<file path="config.mk">
export PLATFORM = sky130hd
export DESIGN_NAME = function_even_parity
export DESIGN_NICKNAME = d
export VERILOG_FILES = /design/src/rtl/function_even_parity.sv
export SDC_FILE = /design/constraint.sdc
export NUM_CORES = 1
export LEC_CHECK = 0
export ABC_CLOCK_PERIOD_IN_PS = 900
export CORE_MARGIN = 2
export CORE_UTILIZATION = 29
export DETAILED_ROUTE_END_ITERATION = 8
export HOLD_SLACK_MARGIN = 0.1
export PLACE_DENSITY = 0.73
export SYNTH_ARGS = -nofsm -noshare
export SYNTH_HDL_FRONTEND = slang
export SYNTH_SLANG_ARGS = --single-unit
</file>
<file path="constraint.sdc">
create_clock -name clk -period 0.9 [get_ports clk]
set_input_delay 0.18 -clock clk [delete_from_list [all_inputs] [get_ports clk]]
set_output_delay 0.18 -clock clk [all_outputs]
set_load 0.01 [all_outputs]
</file>
<file path="src/rtl/function_even_parity.sv">
// -----------------------------------------------------------------------------
// function_even_parity
// Streaming even-parity generator (and optional checker) on a valid/ready
// byte stream. Each accepted word is registered together with its even-parity
// bit (XOR of all data bits). The parity computation is exposed as the
// automatic function parity_even() so parents and benches can call it
// hierarchically.
//
// Build option: define FUNCTION_EVEN_PARITY_CHECK_EN to build the checker
// (in_par compare, out_err, saturating err_cnt, clr_cnt). Without it, out_err
// and err_cnt are tied to 0 and in_par / clr_cnt are ignored.
//
// Ports:
//   clk, rst        clock, synchronous active-high reset
//   in_valid/ready  input handshake; in_ready = !out_valid || out_ready
//   in_data, in_par data word and received parity bit
//   out_valid/ready output handshake
//   out_data        registered copy of in_data
//   out_par         even-parity bit of out_data
//   out_err         received parity did not match computed parity
//   clr_cnt         synchronous clear of err_cnt (wins over increment)
//   err_cnt         saturating mismatch count
// -----------------------------------------------------------------------------
module function_even_parity #(
   parameter int unsigned DATA_W = 8,
   parameter int unsigned CNT_W  = 16
) (
   input  logic              clk,
   input  logic              rst,
   input  logic              in_valid,
   output logic              in_ready,
   input  logic [DATA_W-1:0] in_data,
   input  logic              in_par,
   output logic              out_valid,
   input  logic              out_ready,
   output logic [DATA_W-1:0] out_data,
   output logic              out_par,
   output logic              out_err,
   input  logic              clr_cnt,
   output logic [CNT_W-1:0]  err_cnt
);

   // Even-parity bit: data plus this bit always holds an even number of ones.
   function automatic logic parity_even(input logic [DATA_W-1:0] data);
      return ^data;
   endfunction

   logic              accept_c;
   logic              out_valid_q, out_valid_d;
   logic [DATA_W-1:0] out_data_q,  out_data_d;
   logic              out_par_q,   out_par_d;

   // The output slot frees up in the same cycle the consumer takes it.
   assign in_ready = !out_valid_q || out_ready;
   assign accept_c = in_valid && in_ready;

   // Generator datapath: load on accept, drop valid when drained, else hold.
   always_comb begin
      out_valid_d = out_valid_q;
      out_data_d  = out_data_q;
      out_par_d   = out_par_q;
      if (accept_c) begin
         out_valid_d = 1'b1;
         out_data_d  = in_data;
         out_par_d   = parity_even(in_data);
      end else if (out_ready) begin
         out_valid_d = 1'b0;
      end
   end

   always_ff @(posedge clk) begin
      if (rst) begin
         out_valid_q <= 1'b0;
         out_data_q  <= '0;
         out_par_q   <= 1'b0;
      end else begin
         out_valid_q <= out_valid_d;
         out_data_q  <= out_data_d;
         out_par_q   <= out_par_d;
      end
   end

   assign out_valid = out_valid_q;
   assign out_data  = out_data_q;
   assign out_par   = out_par_q;

`ifdef FUNCTION_EVEN_PARITY_CHECK_EN
   localparam logic [CNT_W-1:0] CNT_MAX = {CNT_W{1'b1}};

   logic             beat_err_c;
   logic             out_err_q, out_err_d;
   logic [CNT_W-1:0] err_cnt_q, err_cnt_d;

   // Checker: flag mismatch with the beat, count it saturating; clear wins.
   always_comb begin
      beat_err_c = (in_par != parity_even(in_data));
      out_err_d  = out_err_q;
      err_cnt_d  = err_cnt_q;
      if (accept_c) begin
         out_err_d = beat_err_c;
      end
      if (clr_cnt) begin
         err_cnt_d = '0;
      end else if (accept_c && beat_err_c && (err_cnt_q != CNT_MAX)) begin
         err_cnt_d = err_cnt_q + CNT_W'(1);
      end
   end

   always_ff @(posedge clk) begin
      if (rst) begin
         out_err_q <= 1'b0;
         err_cnt_q <= '0;
      end else begin
         out_err_q <= out_err_d;
         err_cnt_q <= err_cnt_d;
      end
   end

   assign out_err = out_err_q;
   assign err_cnt = err_cnt_q;
`else
   // Checker not built: ports stay, inputs are intentionally sunk.
   logic unused_chk;
   assign unused_chk = ^{in_par, clr_cnt};
   assign out_err    = 1'b0;
   assign err_cnt    = '0;
`endif

endmodule

</file>
# [Word level (Yosys, flattened, before mapping)]
# Cells that the tools add are included.
[classes] add_sub_neg=0 multipliers=0 div_mod_pow=0 magnitude_cmp=0 n_eq_ne=0 shifts=0 n_mux=2 bitwise_logic=0 n_reduce_logical=5
[op_table] operator="$reduce_xor A8 Y1" n=1
[op_table] operator="$mux W1" n=2
[op_table] operator="$reduce_bool A2 Y1" n=1
[op_table] operator="$logic_and A1 B1 Y1" n=1
[op_table] operator="$logic_not A1 Y1" n=1
[op_table] operator="$logic_or A1 B1 Y1" n=1
[totals] register_bits=10 latchBits=0 ram_bits=0 romBits=0 output_inout_bits=28 wordCells=10 memories=0

# [Logic depth before layout (Yosys ltp)]
[depth] ltp_word=4 mapped_depth=4 mapped_depth_nobuf=4

# [Worst setup path before layout]
# No wires, ideal clock.
[synth_path] path_type="flip-flop to flip-flop" start="reg out_valid_q (netlist: out_valid)" end="reg out_data_q[0] (netlist: out_data[0])" setup_time_ns=0.070 t_arrival_ns=0.996 t_required_ns=0.830 slack_ns=-0.166 path_stages_with_launch=5 n_path_buf=1 synth_period_minus_slack_ns=1.066 cell_sequence="dfxtp_1 nand2b_1 buf_1 nand3_1 a21oi_1"
[synth_between] elab_chain_len=3
[synth_lines] item="start: declaration" line="49" source="logic out_valid_q, out_valid_d;"
[synth_lines] item="start signal: assignment" line="77" source="out_valid_q <= out_valid_d;"
[synth_lines] item="$logic_not A1 Y1" line="54" source="assign in_ready = !out_valid_q || out_ready;"
[synth_lines] item="$logic_or A1 B1 Y1" line="54"
[synth_lines] item="via in_ready" line="31" source="output logic in_ready,"
[synth_lines] item="$logic_and A1 B1 Y1" line="55" source="assign accept_c = in_valid && in_ready;"
[synth_lines] item="end signal: assignment" line="78" source="out_data_q <= out_data_d;"
[synth_lines] item="end: declaration" line="50" source="logic [DATA_W-1:0] out_data_q, out_data_d;"
# The timed path passes the listed nets, and every way through them passes these cells.
# A chain may end at the register's enable or synchronous reset.

# [Final worst setup path]
[layout_path] start="reg out_valid_q (netlist: out_valid)" end="out in_ready"
[layout_between] elab_chain_len=2
[layout_lines] item="$logic_not A1 Y1" line="54"
[layout_lines] item="$logic_or A1 B1 Y1" line="54"
[layout_lines] item="end: declaration" line="31"
# Every way passes these cells.

==> results.toml <==
[die]
ios = 42
die_area_mm2 = 0.002249
die_width_um = 47.42
rows = 15
core_area_mm2 = 0.001745
die_y_um = 47.42
initial_core_util = 0.3133

[global_routing]
antenna_found_initial = 0
top_usage_layer = "met2"
grt_pass1_vias = 368
gr-usage-met3 = 0.03396
grt_use_met2 = 0.1541
gr-total-overflow = 0
grtUsageTotal = 0.1015
grt_max_degree = 13
grt_pass1_wl_um = 1580
gr-usage-met1 = 0.1353

[clocking]
cts_tree = "yes"
clock-root-buffer = "clkbuf_4"
clkTransAtPathRegs_ns = 0.07
clock_path_buffers = 2
cts_sinks = 10
clock_latency_ns = 0.26
htree_levels = 1
cts_buffers = 3

[place]
dp_hpwl_um = 866.9
port_buffers = 22
place_congestion = 0.7215
dp.cells = 114
pre_cts_slack_ns = -0.5719

[final_layout]
drive_gt1_frac = 0.3298
utilization = 0.4703
mostFrequentLayoutCells = "conb_1 (17), buf_6 (11), dlygate4sd2_1 (10), a21oi_1 (9), dfxtp_2 (9)"
fin_nets = 109
instances_no_fill = 119
diodes = 0
final_common_cell = "conb_1"
areaGrowthSynthToFinish_pct = 50.11

[critical_path]
crit_arrival_ns = 0.79
r2r-end = "out_par"
path_class = "flip-flop to output port"
r2r_setup_slack_ns = -0.06
cp-start-kind = "flip-flop"
endpoint = "in_ready"
worstPathRequired_ns = 0.72
end_kind = "output port"
crit_fanout = 2
reg2reg_from = "out_valid"
crit_start = "out_valid"
r2r_cells = 4

[logic_synthesis]
syn_inst = 68
ys_seq_elements = 10
ys_warn_count = 0
ys_seq_area_frac = 0.3661
syn_avg_cell_area_um2 = 8.041
synth_cell_types = 12
syn_area_um2 = 546.8

[power_and_ir_drop]
p_total_uw = 1197
p_per_area_mw_per_mm2 = 1459
ir_worst_vdd_v = 0.0007919
p_leak_uw = 0.0003756

[routing]
firstDrtPassIters = 4
first_iter_violations = 4
wire_per_inst_um = 9.504
drc = 0
via_per_inst = 4.034
vias = 480
wirelength_um = 1131
drtAntennaViolNets = 0

[sta]
timing_hold_violations_final = 0
setup_slack_ns = -0.06898
setup_viol = 11
whs_ns = 0.3309
skew_ns = 0.006665
final_max_slew_viol_count = 0
rsz0062_at_grt = "true"
fmax_mhz = 1032
fin_crit_sh = 1.077
layout_min_cycle_time_ns = 0.9690

[status]
violations = "setup timing"
status = "finished, violations left"

[run]
maxCapViolations = 0

[worst_hold_path]
holdCritPathClass = "input port to flip-flop"
cells in the mapped netlist:
cell / number / area [µm²]
a21oi_1: 10 / 50.05
a311oi_1: 1 / 8.760
buf_1: 2 / 7.510
buf_4: 17 / 127.6
clkbuf_1: 1 / 3.750
conb_1: 1 / 3.750
dfxtp_1: 10 / 200.2
inv_1: 1 / 3.750
nand2_1: 9 / 33.78
nand2b_1: 1 / 6.260
nand3_1: 8 / 40.04
xnor2_1: 7 / 61.31
cell families (layout without fill, tap and decap cells):
group,after synthesis,after routing,synth area share
AOI/OAI and AO/OA,11,11,0.1076
buffers and inverters,21,31,0.2609
DFF,10,10,0.3661
other,1,17,0.006858
and+or+nand+nor,18,18,0.1465
xor gates and xnor gates,7,7,0.1121
state kept, by name (all words and copies together), names as in the netlist:
signal,cells
out_par,1
out_data,8
out_valid,1
worst min-delay path by stage:
stage	start	to	slack, ns	depth (start not counted)
floorplan	in_data[0]	out_data[0]	0.33	2
global placement	out_data[2]	out_data[2]	0.44	2
detailed placement	out_data[2]	out_data[2]	0.45	2
CTS	in_data[1]	out_data[1]	0.33	3
global route	in_data[5]	out_data[5]	0.33	3
finish	in_data[1]	out_data[1]	0.33	3
layout make-up:
class | count | area, µm²
multi-input cells | 53 | 291.5
clock buffers | 4 | 36.28
inverters | 1 | 3.754
repair buffers | 26 | 246.5
fillers | 190 | 924.6
flip-flops and latches | 10 | 211.5
well taps | 25 | 31.28
worst max-delay path, cell delays in order, from the launching register on:
cell and delay (ns):
dfxtp_2 0.35, nand2b_4 0.06, buf_6 0.12
power by group:
part	leakage [µW]	switching, µW	internal, µW
combinational	0.000269	147	151
clock	0.0000210	158	245
sequential	0.0000858	19.6	477
per-layer routing:
layer,up-vias,share of wire
li1,239,-
met2,28,0.51
met5,-,0
met1,213,0.39
met3,0,0.098
met4,0,0
repair_timing:
item | CTS | global route
endpoints found under the setup margin | 20 | 20
setup buffers | 0 | 1
resized for setup | 70 | 9
pin swaps | 8 | 0
hold buffers | 0 | 0
stage by stage:
step	area [µm²]	setup TNS, ns
finish	820.8	-0.3160
global route	820.8	-0.9603
CTS	762.0	-0.3700
detailed placement	742.0	-7.031
global placement	742.0	-6.881
floorplan	610.6	0
Note: power is estimated with default switching activity, not from simulation.
